===== config.mk =====
export PLATFORM = sky130hd
export DESIGN_NAME = gemm_job_arbiter
export DESIGN_NICKNAME = d
export VERILOG_FILES = /design/src/rtl/gemm_job_arbiter.sv
export SDC_FILE = /design/constraint.sdc
export NUM_CORES = 1
export LEC_CHECK = 0
export ABC_AREA = 0
export BUFFER_PORTS_ARGS = -buffer_cell sky130_fd_sc_hd__buf_2
export CAP_MARGIN = 30
export CELL_PAD_IN_SITES_DETAIL_PLACEMENT = 1
export CELL_PAD_IN_SITES_GLOBAL_PLACEMENT = 1
export CORE_AREA = 2 2 138 100
export CTS_CLUSTER_DIAMETER = 50
export DETAILED_ROUTE_END_ITERATION = 8
export DIE_AREA = 0 0 140 102
export GPL_TIMING_DRIVEN = 0
export PLACE_DENSITY_LB_ADDON = 0.1
export SKIP_LAST_GASP = 1
export SYNTH_ARGS = -nofsm -noshare
export SYNTH_HDL_FRONTEND = slang
export SYNTH_SLANG_ARGS = --single-unit

===== constraint.sdc =====
create_clock -name clk_i -period 5.6 [get_ports clk_i]
set_input_delay 0.56 -clock clk_i [delete_from_list [all_inputs] [get_ports clk_i]]
set_output_delay 0.56 -clock clk_i [all_outputs]
set_load 0.02 [all_outputs]

===== src/rtl/gemm_job_arbiter.sv =====
// Round-robin arbiter that hands GeMM jobs from NumReq requesters to a single GeMM controller.
// Optional macro GEMM_ARB_ZERO_SKIP_EN: jobs with any zero size complete immediately without a start pulse.
module gemm_job_arbiter #(
    parameter  int unsigned NumReq    = 4,
    parameter  int unsigned AddrWidth = 16,
    localparam int unsigned IdW       = (NumReq > 1) ? $clog2(NumReq) : 1
) (
    input  logic                                clk_i,
    input  logic                                rst_ni,
    input  logic [NumReq-1:0]                   req_valid_i,
    output logic [NumReq-1:0]                   req_ready_o,
    input  logic [NumReq-1:0][AddrWidth-1:0]    req_M_i,
    input  logic [NumReq-1:0][AddrWidth-1:0]    req_K_i,
    input  logic [NumReq-1:0][AddrWidth-1:0]    req_N_i,
    output logic [NumReq-1:0]                   cmpl_valid_o,
    output logic [IdW-1:0]                      grant_id_o,
    output logic                                busy_o,
    output logic                                gemm_start_o,
    output logic [AddrWidth-1:0]                gemm_M_size_o,
    output logic [AddrWidth-1:0]                gemm_K_size_o,
    output logic [AddrWidth-1:0]                gemm_N_size_o,
    input  logic                                gemm_done_i
);

    localparam logic [1:0] ST_IDLE     = 2'd0;
    localparam logic [1:0] ST_ISSUE    = 2'd1;
    localparam logic [1:0] ST_WAIT     = 2'd2;
    localparam logic [1:0] ST_COMPLETE = 2'd3;

    logic [1:0]           state_q, state_d;
    logic [IdW-1:0]       last_grant_q, last_grant_d;
    logic [IdW-1:0]       grant_id_q, grant_id_d;
    logic [AddrWidth-1:0] m_q, m_d, k_q, k_d, n_q, n_d;
    logic [IdW-1:0]       winner_s;
    logic                 found_s;
    logic                 zero_skip_s;
    logic [NumReq-1:0]    ready_s;

    // Requester index at distance ofs after last, wrapping modulo NumReq.
    function automatic logic [IdW-1:0] rr_idx(input logic [IdW-1:0] last, input int unsigned ofs);
        int unsigned sum;
        sum = 32'(last) + ofs;
        if (sum >= NumReq) begin
            sum = sum - NumReq;
        end else begin
            sum = sum;
        end
        return IdW'(sum);
    endfunction

    // Round-robin search starting just after the last granted requester.
    always_comb begin
        winner_s = '0;
        found_s  = 1'b0;
        for (int unsigned i = 1; i <= NumReq; i++) begin
            if (!found_s && req_valid_i[rr_idx(last_grant_q, i)]) begin
                found_s  = 1'b1;
                winner_s = rr_idx(last_grant_q, i);
            end else begin
                found_s  = found_s;
            end
        end
    end

`ifdef GEMM_ARB_ZERO_SKIP_EN
    assign zero_skip_s = (req_M_i[winner_s] == '0) || (req_K_i[winner_s] == '0) ||
                         (req_N_i[winner_s] == '0);
`else
    assign zero_skip_s = 1'b0;
`endif

    // Next-state logic; acceptance is same-cycle so ready is decoded here.
    always_comb begin
        state_d      = state_q;
        last_grant_d = last_grant_q;
        grant_id_d   = grant_id_q;
        m_d          = m_q;
        k_d          = k_q;
        n_d          = n_q;
        ready_s      = '0;
        case (state_q)
            ST_IDLE: begin
                if (found_s) begin
                    ready_s      = NumReq'(1'b1) << winner_s;
                    last_grant_d = winner_s;
                    grant_id_d   = winner_s;
                    m_d          = req_M_i[winner_s];
                    k_d          = req_K_i[winner_s];
                    n_d          = req_N_i[winner_s];
                    state_d      = zero_skip_s ? ST_COMPLETE : ST_ISSUE;
                end else begin
                    state_d      = ST_IDLE;
                end
            end
            ST_ISSUE:    state_d = ST_WAIT;
            ST_WAIT: begin
                if (gemm_done_i) begin
                    state_d = ST_COMPLETE;
                end else begin
                    state_d = ST_WAIT;
                end
            end
            ST_COMPLETE: state_d = ST_IDLE;
            default:     state_d = ST_IDLE;
        endcase
    end

    // State and latched job registers; reset makes requester 0 win first.
    always_ff @(posedge clk_i or negedge rst_ni) begin
        if (!rst_ni) begin
            state_q      <= ST_IDLE;
            last_grant_q <= IdW'(NumReq - 1);
            grant_id_q   <= '0;
            m_q          <= '0;
            k_q          <= '0;
            n_q          <= '0;
        end else begin
            state_q      <= state_d;
            last_grant_q <= last_grant_d;
            grant_id_q   <= grant_id_d;
            m_q          <= m_d;
            k_q          <= k_d;
            n_q          <= n_d;
        end
    end

    assign req_ready_o   = ready_s;
    assign gemm_start_o  = (state_q == ST_ISSUE);
    assign busy_o        = (state_q != ST_IDLE);
    assign cmpl_valid_o  = (state_q == ST_COMPLETE) ? (NumReq'(1'b1) << last_grant_q) : '0;
    assign grant_id_o    = grant_id_q;
    assign gemm_M_size_o = m_q;
    assign gemm_K_size_o = k_q;
    assign gemm_N_size_o = n_q;

endmodule

==> run_results.csv, run 1 <==
group,metric,value,unit
run_status,status,"finished with violations",
run_status,violations,"DRC",
place,hpwl,11610,µm
global_routing,grt_pass1_vias,3982,
floorplanning,core,12920,µm²
critical_path,worstPathRequired,5.04,ns
final_layout,multiInputGateArea,2178,µm²
final_layout,regArea,1354,µm²
final_layout,final_nets,807,
synth,ys_warn_count,0,
synth,netlist.area_leader.share,34.17,%
place,post-place-ws,1.768,ns
routing,dr.pass1.iters,9,
floorplanning,rows,35,
global_routing,grt_max_degree,30,
global_routing,grt_busiest_layer,"met2",
cts,ctsHoldBuffers,0,
sta,worst_slack,1.458,ns
routing,antenna_left,0,
floorplanning,initial_core_util,29.48,%
sta,rsz0062_at_grt,"no",
global_routing,grt_overflow_total,0,
global_routing,grt_pass1_wl,21660,µm
sta,fin_skew,0.003609,ns
floorplanning,dieArea,14280,µm²
place,placed_area,5328,µm²
power_and_ir_drop,p_int,2031,µW
sta,final-hold-violation-count,0,
sta,worst_pin_slew,0.6446,ns
floorplanning,die-height,102,µm
global_routing,use_met2,33.54,%
synth,synth-edff-count,0,
cts,cts_sinks,54,
final_layout,final_area,5475,µm²
cts,root_buffer,"clkbuf_16",
synth,synth.distinct_cells,33,
synth,netlist_top_cells_area,"dfrtp_1 34%, mux2i_1 26%, o221ai_2 11%",
sta,slew_headroom,57.03,%
critical_path,crit_start,"last_grant_q[0]$_DFFE_PN1P_",
sta,drv_slew,0,
cts,clk_latency,0.29,ns
global_routing,track_usage,19.27,%
routing,drc,18,
place,port_buffers,258,
power_and_ir_drop,comb_power_share,73.5,%
flow_run,maxCapViolCount,0,
final_layout,nFillCells,1558,
sta,setup_violations,0,
routing,dr.first_iter.drc_count,104,
cts,tritoncts,"done",
cts,cts.clk_slew.worst_paths,0.07,ns
routing,dr_total_vias,3755,
power_and_ir_drop,ir_drop,225.4,µV
critical_path,r2r_setup_slack,2.20,ns
synth,syn_inst,334,
power_and_ir_drop,p_switching,1905,µW
hold_path,hp-class,"input port to async pin",
power_and_ir_drop,p_sw_share,48.40,%
global_routing,grt.met3_usage,5.483,%
critical_path,regToRegEndpoint,"gemm_M_size_o[12]$_DFFE_PN0P_",
sta,period_minus_slack,4.142,ns
synth,synth_area_leader_cell,"dfrtp_1",
place,gp_congestion,0.8483,
critical_path,end_kind,"output pin",
final_layout,area_growth,43.76,%
cts,postCtsSetupRepairBufs,0,
sta,timing.final.crit_share,73.97,%
routing,routed_via_density,4.896,
synth,synth-main-ff-cell,"dfrtp_1",
power_and_ir_drop,power_density,718.9,nW/µm²
cts,cts_resized,0,
power_and_ir_drop,power.leakage,0.003015,µW
sta,fin_tns_setup,0,ns
synth,async_reset_ff_share,100.0,%
floorplanning,die_w,140,µm
routing,wl_per_cell,18.31,µm
cts,cts-htree-levels,2,
synth,yosysMostFrequentCell,"mux2i_1",
critical_path,critPathLaunchType,"flip-flop",
critical_path,arrival,3.58,ns
critical_path,crit_type,"flip-flop to output pin",
sta,fmax,0.2414,GHz
critical_path,worst-path-max-fanout,10,
critical_path,rr_worst_depth,11,
synth,synth_nets,541,
cts,cts_buffers,5,
power_and_ir_drop,power_frac_seq,18.5,%
synth,avgSynthCellArea,11.40,µm²
cts,cts.path.max_buffers,2,
final_layout,diodes,0,
global_routing,antenna_found_initial,0,
synth,synth_commonest_cells,"98 x mux2i_1, 52 x dfrtp_1, 51 x nand2_1",
power_and_ir_drop,power_frac_clock,8.0,%
global_routing,grt_util_met1,24.56,%
synth,seq_area_frac_synth,35.55,%
routing,totalWireLength,14040,µm
critical_path,r2r_start,"last_grant_q[0]$_DFFE_PN1P_",
synth,ys_ff_latch,54,
final_layout,drive_above_1_share,55.07,%
synth,synth_area,3809,µm²
floorplanning,ios,259,
==> cell families (layout without fill, tap and decap cells) <==
kind of cell             after synthesis  after routing  share of synthesized area, %
flip-flops                            54             54                         35.55
AND/OR/NAND/NOR                       72             72                         8.311
buffers and inverters                 36            303                         7.260
adder cells (fa/ha/maj)                8              8                         2.628
AO/OA/AOI/OAI                         62             62                         18.13
multiplexers                         102            102                         28.12
==> metal layers <==
layer | share of wire (%) | wire length, µm
met1 | 43 | 6011
met5 | 0 | 0
met4 | 1.1 | 150
met2 | 48 | 6685
met3 | 8.5 | 1193
==> power by group through the flow <==
stage	clock network [µW]	logic [µW]	registers [µW]
final	317	2890	727
after global routing	344	3160	755
after CTS	330	2950	730
after detailed placement	0	2950	733
after global placement	0	2890	721
after floorplan	0	1940	935
==> cell usage in the layout, fill, tap and decap left out, drive strengths merged <==
| cell | n |
|---|---|
| a21boi | 1 |
| a21oi | 3 |
| a311oi | 1 |
| a31o | 1 |
| and2 | 4 |
| buf | 283 |
| clkbuf | 12 |
| clkinv | 1 |
| dfrtp | 52 |
| dfstp | 2 |
| ha | 8 |
| inv | 7 |
| mux2i | 98 |
| mux4 | 4 |
| nand2 | 52 |
| nand2b | 2 |
| nand3 | 2 |
| nor2 | 8 |
| nor2b | 2 |
| nor3 | 1 |
| o211ai | 2 |
| o21a | 2 |
| o21ai | 3 |
| o221ai | 48 |
| o31a | 1 |
| or3 | 1 |
==> area by class of cell <==
cell class	count	area share, %
sequential	54	24.73
inverter	7	0.4799
clock inverter	1	0.09141
tap	166	3.793
clock buffer	7	2.605
buffer	29	4.570
timing repair buffer	259	23.95
multi-input combinational	244	39.79
==> registers in the layout (all words and copies together), names as in the netlist <==
name           count
gemm_K_size_o     16
gemm_M_size_o     16
gemm_N_size_o     16
grant_id_o         2
last_grant_q       2
state_q            2
==> critical path, stage by stage, from the launching register on <==
cell	delay [ns]
dfstp_2	0.62
buf_6	0.17
inv_1	0.11
ha_1	0.29
clkbuf_1	0.28
mux4_2	0.37
or3_4	0.42
nor3_2	0.18
a311oi_1	0.09
nand2b_4	0.17
buf_6	0.13
buf_6	0.15
nor2_1	0.12
buf_2	0.18
==> metrics by stage <==
stage / std cells / util [%] / total power, µW / hold WS (ns)
6_report: 767 / 42.38 / 3936 / 0.2892
5_1_grt: 767 / 42.38 / 4261 / 0.3393
4_1_cts: 767 / 42.38 / 4016 / 0.3062
3_5_place_dp: 759 / 41.24 / 3684 / 0.4708
3_3_place_gp: 758 / 41.08 / 3615 / 0.4663
2_1_floorplan: 334 / - / 2875 / 0.2644
==> how the worst max path moves through the flow <==
stage                                 to  slack, ns  depth (start not counted)
after floorplan           req_ready_o[2]       2.07                         12
after global placement    req_ready_o[1]       1.83                         11
after detailed placement  req_ready_o[2]       1.77                         13
after CTS                 req_ready_o[2]       1.44                         13
after global routing      req_ready_o[2]       1.27                         13
final                     req_ready_o[2]       1.46                         13
Note: power is estimated with default switching activity, not from simulation.
==> inputs of run 2 (changes only) <==
==> constraint.sdc (replaced) <==
create_clock -name clk_i -period 4 [get_ports clk_i]
set_input_delay 0.4 -clock clk_i [delete_from_list [all_inputs] [get_ports clk_i]]
set_output_delay 0.4 -clock clk_i [all_outputs]
set_load 0.02 [all_outputs]
==> run 2 against run 1 <==
The run still ends with DRC left. Register-to-register slack worse by 1.4 ns. Combinational power up 40%. Critical path depth down 1. Clock-buffer cell count unchanged. Critical endpoint unchanged. First-iteration DRC count unchanged.
==> run_results.csv, run 2 (synthesis results as in run 1) <==
group,metric,value,unit
run_status,status,"finished with violations",
run_status,violations,"DRC",
cts,clk_latency,0.29,ns
final_layout,final_cell_mix,"263 x buf_2, 98 x mux2i_1, 52 x dfrtp_1, 51 x nand2_1, 28 x o221ai_2",
global_routing,grt_pass1_vias,3982,
global_routing,track_usage,19.27,%
cts,root_buffer,"clkbuf_16",
global_routing,grt_max_degree,30,
power_and_ir_drop,ir_drop,315.7,µV
routing,totalWireLength,14050,µm
critical_path,regToRegEndpoint,"gemm_M_size_o[12]$_DFFE_PN0P_",
sta,setup_violations,0,
critical_path,crit_top_cell,"buf_6",
critical_path,arrival,3.38,ns
global_routing,antenna_found_initial,0,
floorplanning,dieArea,14280,µm²
sta,period_minus_slack,3.784,ns
critical_path,worst-path-max-fanout,10,
sta,fin_skew,0.004808,ns
final_layout,final_area,5474,µm²
critical_path,cp_cell_sequence,"buf_6 > inv_1 > ha_2 > mux4_2 > or3_4 > nor3_2 > a311oi_1 > nand2b_4 > buf_6 > buf_6 > nor2_1 > buf_2",
sta,worst_pin_slew,0.6554,ns
cts,cts.clk_slew.worst_paths,0.07,ns
routing,routed_via_density,4.889,
critical_path,slowest_stage,"dfstp_2",
critical_path,rr_worst_depth,10,
cts,cts_sinks,54,
floorplanning,rows,35,
place,placed_area,5328,µm²
critical_path,endpoint,"req_ready_o[2]",
floorplanning,initial_core_util,29.48,%
critical_path,crit_start,"last_grant_q[0]$_DFFE_PN1P_",
power_and_ir_drop,power.leakage,0.003012,µW
final_layout,final_nets,806,
hold_path,hp-class,"input port to async pin",
sta,slew_headroom,56.31,%
cts,cts.path.max_buffers,2,
critical_path,worstPathRequired,3.60,ns
critical_path,crit_type,"flip-flop to output pin",
routing,dr.first_iter.drc_count,104,
flow_run,maxCapViolCount,0,
sta,fmax,0.2643,GHz
routing,dr_total_vias,3745,
routing,dr.pass1.iters,8,
floorplanning,ios,259,
power_and_ir_drop,power_density,1007,nW/µm²
floorplanning,core,12920,µm²
final_layout,drive_above_1_share,55.33,%
final_layout,area_growth,43.73,%
critical_path,max_stage_delay,0.63,ns
power_and_ir_drop,fin_total_pwr,5515,µW
sta,worst_slack,0.2158,ns
sta,final-hold-violation-count,0,
place,hpwl,11610,µm
routing,drc,18,
critical_path,end_kind,"output pin",
cts,cts_buffers,5,
routing,wl_per_cell,18.34,µm
sta,drv_slew,0,
cts,cts-htree-levels,2,
floorplanning,die_w,140,µm
final_layout,nFillCells,1557,
critical_path,r2r_setup_slack,0.78,ns
sta,fin_tns_setup,0,ns
place,port_buffers,258,
sta,rsz0062_at_grt,"no",
critical_path,r2r_start,"last_grant_q[0]$_DFFE_PN1P_",
sta,timing.final.crit_share,94.60,%
place,post-place-ws,0.3284,ns
floorplanning,die-height,102,µm
place,gp_congestion,0.8483,
cts,tritoncts,"done",
critical_path,critPathLaunchType,"flip-flop",
routing,antenna_left,0,
global_routing,grt_overflow_total,0,
final_layout,final_common_cell,"buf_2",
global_routing,grt_pass1_wl,21660,µm
final_layout,diodes,0,
## run 2: changes by cell type in the layout (fill, tap and decap cells not counted), sizes merged
cell	before	now
clkbuf	12	11
## run 2: area by class of cell
class	count	area, µm²	share of cell area [%]
plain buffers	28	246.5	4.503
flip-flops and latches	54	1354	24.73
clock buffers	7	142.6	2.606
well taps	166	207.7	3.794
clock inverters	1	5.005	0.09143
multi-input cells	244	2181	39.84
repair buffers	259	1311	23.95
inverters	7	26.28	0.4800
## run 2: repair_timing
action | CTS | global route
endpoints found under the setup margin | 0 | 4
hold buffers | 0 | 0
gates resized for setup | 0 | 1
buffers inserted | 0 | 0
## run 2: report_power, final
part           internal [µW]  switching, µW
Clock                    249            194
Sequential               852            167
Combinational           1750           2310
## run 2: layer usage
| layer | routed length [µm] | global-route usage (%) |
|---|---|---|
| met3 | 1118 | 5.483 |
| met1 | 6092 | 24.56 |
| met5 | 0 | 0 |
| met4 | 150 | 3.263 |
| met2 | 6689 | 33.54 |
## run 2: how the worst min path moves through the flow
stage	from	end	depth (start not counted)
finish	rst_ni	state_q[0]$_DFF_PN0_	1
global route	rst_ni	state_q[1]$_DFF_PN0_	1
CTS	rst_ni	state_q[0]$_DFF_PN0_	1
detailed placement	rst_ni	state_q[0]$_DFF_PN0_	1
global placement	gemm_N_size_o[1]$_DFFE_PN0P_	gemm_N_size_o[1]$_DFFE_PN0P_	2
floorplan	rst_ni	gemm_K_size_o[0]$_DFFE_PN0P_	0
## run 2: worst max-delay path: cells and delay by family, from the launching register on
kind	cells	cell delay, ns
compound gates	1	0.09
mux	1	0.33
buf+inv	5	0.74
simple gates	4	0.88
fa+ha+maj	1	0.42
flops	1	0.63
## run 2: through the flow
stage	std cells	util (%)	hold slack, ns
4_1_cts	767	42.38	0.1462
6_report	766	42.37	0.1326
3_3_place_gp	758	41.08	0.4663
5_1_grt	766	42.37	0.1793
2_1_floorplan	334	-	0.1044
3_5_place_dp	759	41.24	0.4605
